### src/rtl/y86_pkg.sv
// ============================================================================
// Module      : y86_pkg
// Description : Shared Y86 constants (icodes, stat codes, register ids) and
//               the pipeline-control state type.
// Revision    : 1.0 - initial release
// ============================================================================
`default_nettype none

package y86_pkg;

  localparam logic [3:0] c_ICODE_NOP    = 4'h1;
  localparam logic [3:0] c_ICODE_MRMOVQ = 4'h5;
  localparam logic [3:0] c_ICODE_JXX    = 4'h7;
  localparam logic [3:0] c_ICODE_RET    = 4'h9;
  localparam logic [3:0] c_ICODE_POPQ   = 4'hB;

  localparam logic [3:0] c_RNONE        = 4'hF;

  localparam logic [3:0] c_STAT_BUB     = 4'h0;
  localparam logic [3:0] c_STAT_AOK     = 4'h1;
  localparam logic [3:0] c_STAT_INS     = 4'h2;
  localparam logic [3:0] c_STAT_ADR     = 4'h3;
  localparam logic [3:0] c_STAT_HLT     = 4'h4;

  typedef enum logic [1:0] {
    ST_START = 2'd0,
    ST_RUN   = 2'd1,
    ST_HALT  = 2'd2
  } state_t;

  function automatic logic stat_is_exc(input logic [3:0] stat);
    return (stat == c_STAT_INS) || (stat == c_STAT_ADR) || (stat == c_STAT_HLT);
  endfunction

endpackage

`default_nettype wire

### src/rtl/pipe_control.sv
// ============================================================================
// Module      : pipe_control
// Description : Y86 pipeline control: predicted-PC register, stall/bubble
//               generation, start/run/halt sequencing and perf counters.
// Revision    : 1.0 - initial release
// ============================================================================
`default_nettype none

module pipe_control
  import y86_pkg::*;
#(
  parameter logic [63:0] RESET_PC = 64'h0,
  parameter int          CNT_W    = 32
) (
  input  logic             clk,
  input  logic             rst_n,
  input  logic [63:0]      f_predict_PC,
  input  logic [3:0]       D_icode,
  input  logic [3:0]       E_icode,
  input  logic [3:0]       M_icode,
  input  logic [3:0]       W_icode,
  input  logic [3:0]       d_srcA,
  input  logic [3:0]       d_srcB,
  input  logic [3:0]       E_dstM,
  input  logic             e_Cnd,
  input  logic [3:0]       m_stat,
  input  logic [3:0]       W_stat,
  output logic [63:0]      F_Pred_PC,
  output logic             F_stall,
  output logic             D_stall,
  output logic             W_stall,
  output logic             D_bubble,
  output logic             E_bubble,
  output logic             M_bubble,
  output logic             W_bubble,
  output logic [3:0]       proc_stat,
  output logic             halted,
  output logic [CNT_W-1:0] cycle_cnt,
  output logic [CNT_W-1:0] retire_cnt
);

  state_t           r_state;
  logic [63:0]      r_pred_pc;
  logic [3:0]       r_proc_stat;
  logic             r_halted;
  logic [CNT_W-1:0] r_cycle_cnt;
  logic [CNT_W-1:0] r_retire_cnt;

  logic w_lu, w_rt, w_mp, w_ex, w_w_exc;

  assign w_lu    = ((E_icode == c_ICODE_MRMOVQ) || (E_icode == c_ICODE_POPQ)) &&
                   (E_dstM != c_RNONE) && ((E_dstM == d_srcA) || (E_dstM == d_srcB));
  assign w_rt    = (D_icode == c_ICODE_RET) || (E_icode == c_ICODE_RET) ||
                   (M_icode == c_ICODE_RET);
  assign w_mp    = (E_icode == c_ICODE_JXX) && !e_Cnd;
  assign w_w_exc = stat_is_exc(W_stat);
  assign w_ex    = stat_is_exc(m_stat) || w_w_exc;

  always_comb begin
    F_stall  = 1'b0;
    D_stall  = 1'b0;
    W_stall  = 1'b0;
    D_bubble = 1'b0;
    E_bubble = 1'b0;
    M_bubble = 1'b0;
    W_bubble = 1'b0;
    case (r_state)
      ST_START: begin
        F_stall  = 1'b1;
        D_bubble = 1'b1;
        E_bubble = 1'b1;
        M_bubble = 1'b1;
        W_bubble = 1'b1;
      end
      ST_RUN: begin
        F_stall  = w_lu | w_rt;
        D_stall  = w_lu;
        // A pending load/use stall holds D, so the ret bubble waits for it
        D_bubble = w_mp | (w_rt & ~w_lu);
        E_bubble = w_mp | w_lu;
        M_bubble = w_ex;
        W_stall  = w_w_exc;
      end
      ST_HALT: begin
        F_stall  = 1'b1;
        D_stall  = 1'b1;
        W_stall  = 1'b1;
        E_bubble = 1'b1;
        M_bubble = 1'b1;
      end
      default: begin
      end
    endcase
  end

  always_ff @(posedge clk or negedge rst_n) begin
    if (!rst_n) begin
      r_state      <= ST_START;
      r_pred_pc    <= RESET_PC;
      r_proc_stat  <= c_STAT_AOK;
      r_halted     <= 1'b0;
      r_cycle_cnt  <= '0;
      r_retire_cnt <= '0;
    end else begin
      if (!F_stall)
        r_pred_pc <= f_predict_PC;
      case (r_state)
        ST_START: r_state <= ST_RUN;
        ST_RUN: begin
          r_cycle_cnt <= r_cycle_cnt + CNT_W'(1);
          if ((W_stat == c_STAT_AOK) && (W_icode != c_ICODE_NOP))
            r_retire_cnt <= r_retire_cnt + CNT_W'(1);
          if (w_w_exc) begin
            r_state     <= ST_HALT;
            r_proc_stat <= W_stat;
            r_halted    <= 1'b1;
          end
        end
        ST_HALT: r_state <= ST_HALT;
        default: r_state <= ST_START;
      endcase
    end
  end

  assign F_Pred_PC  = r_pred_pc;
  assign proc_stat  = r_proc_stat;
  assign halted     = r_halted;
  assign cycle_cnt  = r_cycle_cnt;
  assign retire_cnt = r_retire_cnt;

endmodule

`default_nettype wire

### config.mk
export PLATFORM = sky130hd
export DESIGN_NAME = pipe_control
export DESIGN_NICKNAME = d
export VERILOG_FILES = /design/src/rtl/y86_pkg.sv /design/src/rtl/pipe_control.sv
export SDC_FILE = /design/constraint.sdc
export NUM_CORES = 1
export LEC_CHECK = 0
export CAP_MARGIN = 20
export CORE_MARGIN = 2
export CORE_UTILIZATION = 30
export CTS_CLUSTER_DIAMETER = 60
export CTS_CLUSTER_SIZE = 16
export DETAILED_ROUTE_END_ITERATION = 12
export MAX_ROUTING_LAYER = met4
export PLACE_DENSITY = 0.57
export SLEW_MARGIN = 10
export SYNTH_ARGS = -nofsm -noshare
export SYNTH_HDL_FRONTEND = slang
export SYNTH_SLANG_ARGS = --single-unit
### constraint.sdc
create_clock -name clk -period 2.05 [get_ports clk]
set_input_delay 0.3075 -clock clk [delete_from_list [all_inputs] [get_ports clk]]
set_output_delay 0.3075 -clock clk [all_outputs]
set_load 0.01 [all_outputs]
# Yosys cells after proc, flatten, opt, wreduce, memory -nomap -nowiden

Cells that the tools add are included.

Register bits after elaboration: 135
Bits of input ports: 103
Output and inout bits: 140

$add $sub $neg: 2
Equal/unequal tests: 20
Multiplexer cells: 9
Bitwise gates (word level): 5
Reductions and logical operators: 18

Operator list:

| operator                                             | count |
|---|---|
| adder 32 x 1 -> 32 bit (second input constant)       | 2 |
| equality test 4 x 2 -> 1 bit (second input constant) | 4 |
| equality test 4 x 3 -> 1 bit (second input constant) | 4 |
| equality test 4 bit (second input constant)          | 4 |
| one-hot mux 1 bit (2 select lines)                   | 6 |
| logical OR 1 bit                                     | 9 |
| equality test 4 bit                                  | 2 |
| one-hot mux 2 bit (3 select lines)                   | 1 |
| equality test 4 x 1 -> 1 bit (second input constant) | 1 |
| logical AND 1 bit                                    | 4 |
| != test 4 x 1 -> 1 bit (second input constant)       | 1 |
| != test 4 bit (second input constant)                | 1 |
| AND reduction 2 bit                                  | 2 |
| OR 1 bit                                             | 3 |
| equality test 2 x 1 -> 1 bit (second input constant) | 1 |
| equality test 2 bit (second input constant)          | 1 |
| logical NOT 2 bit                                    | 1 |
| two-way mux 2 bit                                    | 1 |
| != test 2 bit (second input constant)                | 1 |
| OR reduction 2 bit                                   | 1 |
| bitwise AND 1 bit                                    | 1 |
| logical NOT 1 bit                                    | 1 |
| two-way mux 1 bit                                    | 1 |
| inverter 1 bit                                       | 1 |

# Longest topological paths before layout

Word-level depth: 8
Mapped depth: 8

# Worst setup path before layout

No wires, ideal clock.

Kind: reg2reg
Start: reg r_state[1]
End: reg r_cycle_cnt[23] (netlist: cycle_cnt[23])
Setup time: 0.125 ns
Arrival time: 1.920 ns
Data required time: 1.925 ns
Slack: 0.005 ns
Cell stages (with the launch flop): 9
Buffers on the path: 1
Clock period less this slack: 2.045 ns
Cells stage by stage: dfrtp_1 inv_1 ha_1 buf_4 nand3_1 nor4_1 nor3b_1 nand4_1 xnor2_1

Longest elaborated chain between the ends: 1

Ends and longest elaborated chain:

| item                         | line                | source |
|---|---|---|
| start, declared              | pipe_control.sv:42  | `state_t r_state;` |
| start signal, assigned       | pipe_control.sv:98  | `r_state <= ST_START;` |
| start signal, assigned       | pipe_control.sv:108 | `ST_START: r_state <= ST_RUN;` |
| start signal, assigned       | pipe_control.sv:114 | `r_state <= ST_HALT;` |
| equality test 2 x 1 -> 1 bit | pipe_control.sv:107 | `case (r_state)` |
| end signal, assigned         | pipe_control.sv:110 | `r_cycle_cnt <= r_cycle_cnt + CNT_W'(1);` |
| end, declared                | pipe_control.sv:46  | `logic [CNT_W-1:0] r_cycle_cnt;` |

No other way between the ends.
A chain may end at the register's enable or synchronous reset.

# Worst setup path after layout

Start: reg r_state[1]
End: out M_bubble

Longest elaborated chain between the ends: 3
Elaborated cells between the ends (all ways): 5
Classes of those cells: 2 x eq/ne; 1 x mux; 2 x reduce/logical

Ends and longest elaborated chain:

| item                                                            | line               | source |
|---|---|---|
| equality test 2 bit / logical NOT 2 bit (equally long branches) | pipe_control.sv:67 | `case (r_state)` |
| OR reduction 2 bit (no line)                                    | --                 |  |
| one-hot mux 1 bit (2 select lines) (*)                          | pipe_control.sv:67 |  |
| end, declared                                                   | pipe_control.sv:34 | `output logic M_bubble,` |

Mark *: on every way between the ends. The rest lies on a longest branch, timed or not.

==> impl_metrics.env <==
export IMPL_worstMarginPinSlew_ns=0.433
export IMPL_period_minus_slack_ns=2.14
export IMPL_htree_levels=4
export IMPL_antenna_found_initial=0
export IMPL_reg2reg_depth=10
export IMPL_rows=51
export IMPL_core_um2=19600
export IMPL_failed_checks="negative setup slack"
export IMPL_yosysWarnings=0
export IMPL_synth_cell_types=38
export IMPL_drt_iter0_markers=145
export IMPL_drive_gt1_share_pct=26.6
export IMPL_cts_path_max_buffers=2
export IMPL_antenna_cells=0
export IMPL_finalHoldViolCount=0
export IMPL_synth_cells=447
export IMPL_run_status="complete, but fails checks"
export IMPL_first_pass_iters=6
export IMPL_dp_hpwl_um=11600
export IMPL_hp_class="input pin to async pin"
export IMPL_ioPinCount=243
export IMPL_ant_nets=0
export IMPL_slew_headroom_pct=71.2
export IMPL_grt_pass1_wl_um=26400
export IMPL_ys_flop_type="dfrtp_1"
export IMPL_netlist_area_um2=6040
export IMPL_async_flop_share_pct=100
export IMPL_finalSetupViolations=3
export IMPL_p_per_area_nw_per_um2=1340
export IMPL_post_route_period_util_pct=104
export IMPL_syn_to_final_growth_pct=65.1
export IMPL_p_leak_uw=0.00439
export IMPL_ys_seq_elements=135
export IMPL_nets=855
export IMPL_clkSinkCount=135
export IMPL_fmax_mhz=467
export IMPL_clock_skew_ns=0.0132
export IMPL_die_h_um=146
export IMPL_wl_per_cell_um=15.8
export IMPL_vias=4613
export IMPL_p_total_uw=13300
export IMPL_timing_final_ws_setup_ns=-0.0914
export IMPL_synthesis_nets=556
export IMPL_yosysSeqAreaShare_pct=55.9
export IMPL_critPathCaptureType="primary output"
export IMPL_final_common_cell="clkdlybuf4s50_1"
export IMPL_rsz0062_at_grt="true"
export IMPL_grt_overflow=0
export IMPL_peakVddDrop_mv=0.626
export IMPL_cp_required_ns=1.74
export IMPL_clkTransAtPathRegs_ns=0.06
export IMPL_synth_edf_count=0
export IMPL_cp_max_fo=3
export IMPL_drc=0
export IMPL_numCtsBuffers=17
export IMPL_grt_pass1_vias=5040
export IMPL_crit_arrival_ns=1.83
export IMPL_die_width_um=146
export IMPL_avgSynthCellArea_um2=13.5
export IMPL_finalWirelength_um=16200
export IMPL_dieArea_um2=21300
export IMPL_finalMaxSlewViolations=0
export IMPL_crit_type="register to primary output"
export IMPL_crit_path_start_kind="register"
export IMPL_initial_core_util_pct=30.8
export IMPL_cts_tree="yes"
export IMPL_clock_root_buffer="clkbuf_16"
export IMPL_clkLatencyLatePin_ns=0.41
export IMPL_max_cap_violations=0
export IMPL_grt_usage_pct=15.8
export IMPL_gp_congestion=0.803
export IMPL_most_common_layout_cells="clkdlybuf4s50_1, dfrtp_1, xnor2_1, mux2_4, buf_4"
export IMPL_grt_start_max_net_pins=44
export IMPL_viasPerCell=4.50
export IMPL_worst_hold_slack_ns=0.401
export IMPL_io_buffer_count=242
state kept, by name, summed over array words and instances (netlist names):
signal	cells
F_Pred_PC	64
cycle_cnt	32
halted	1
proc_stat	4
r_state	2
retire_cnt	32
worst paths after layout:
check | startpoint | slack, ns | end
max | r_state[1] | -0.09 | M_bubble
min | rst_n | 0.40 | F_Pred_PC[50]
max reg2reg | r_state[1] | 0.03 | cycle_cnt[20]
min reg2reg | retire_cnt[31] | 0.47 | retire_cnt[31]
max in group asynchronous | rst_n | 1.02 | proc_stat[0]
min in group clk | retire_cnt[31] | 0.47 | retire_cnt[31]
cell families (layout without fill, tap and decap cells):
group | Yosys count | after routing | share of synthesized area [%]
AO/OA/AOI/OAI | 11 | 11 | 1.35
XOR/XNOR | 70 | 70 | 10.1
adder cells (fa/ha/maj) | 6 | 6 | 1.24
buffers and inverters | 20 | 332 | 2.92
flip-flops | 135 | 135 | 55.9
multiplexers | 69 | 69 | 15.9
AND/OR/NAND/NOR | 136 | 136 | 12.5
final cells by class:
class	count	area, um^2
multi-input combinational	292	2710
sequential	135	3380
inverter	6	25.0
timing repair buffer	294	2890
tap	265	332
clock inverter	13	193
fill	1742	9610
clock buffer	19	443
synthesized netlist by cell type, types with 2 or more instances:
cell | instances | share of area (%)
nand4_1 | 24 | 2.5
a21boi_0 | 2 | 0.25
mux2_4 | 49 | 12
dfrtp_1 | 134 | 55
nor4bb_1 | 3 | 0.50
nand3_1 | 20 | 1.7
and4_1 | 2 | 0.29
a31oi_1 | 2 | 0.21
clkbuf_1 | 3 | 0.19
or2_2 | 2 | 0.21
or3_1 | 4 | 0.41
nor3_1 | 3 | 0.25
mux2_2 | 18 | 3.4
nand2_1 | 30 | 1.9
nand3b_1 | 2 | 0.25
nor2_1 | 9 | 0.56
nor4_1 | 4 | 0.41
xor2_1 | 20 | 2.9
mux2i_1 | 2 | 0.33
ha_1 | 6 | 1.2
buf_2 | 4 | 0.33
and2_1 | 5 | 0.52
inv_1 | 6 | 0.37
and3_1 | 19 | 2.0
nand2b_1 | 4 | 0.41
buf_12 | 5 | 1.7
o21ai_0 | 5 | 0.41
xnor2_1 | 50 | 7.2
report_power, final:
group	total [uW]	switching, uW	internal, uW
sequential	3980	498	3480
clock	3250	1170	2080
combinational	6100	2220	3880
total	13300	3890	9440
per-stage QoR:
stage / util (%) / setup WS [ns] / instances / cell area (um^2) / TNS, ns
detailed placement: 45.9 / -0.737 / 979 / 8990 / -45.86
finish: 50.9 / -0.0914 / 1024 / 9980 / -0.175
CTS: 50.2 / -0.116 / 1023 / 9830 / -0.385
global placement: 45.9 / -0.732 / 979 / 8990 / -45.83
floorplan: - / 0.00509 / 447 / 6040 / 0
global route: 50.9 / -0.187 / 1024 / 9980 / -1.25
worst max-delay path, cell delays in order (launching register included):
cell and delay [ns]:
dfrtp_1 0.38, inv_2 0.09, ha_4 0.15, inv_2 0.04
buf_6 0.11, or3_4 0.37, a31oi_1 0.14, buf_2 0.15
routing by layer:
metal  global-route usage [%]  part of all wire [%]
met1                     18.7                    42
met2                     26.1                    49
met3                     5.36                   8.2
met4                     3.68                  0.60
met5                        -                     0
what timing repair did:
action / CTS / global route
hold buffers: 1 / 0
gates cloned: 3 / 1
hold endpoints to repair: 40 / 0
endpoints found under the setup margin: 107 / 108
setup buffers: 8 / 2
gates resized for setup: 79 / 49
pin swaps: 17 / 20
Note: power is estimated with default switching activity, not from simulation.
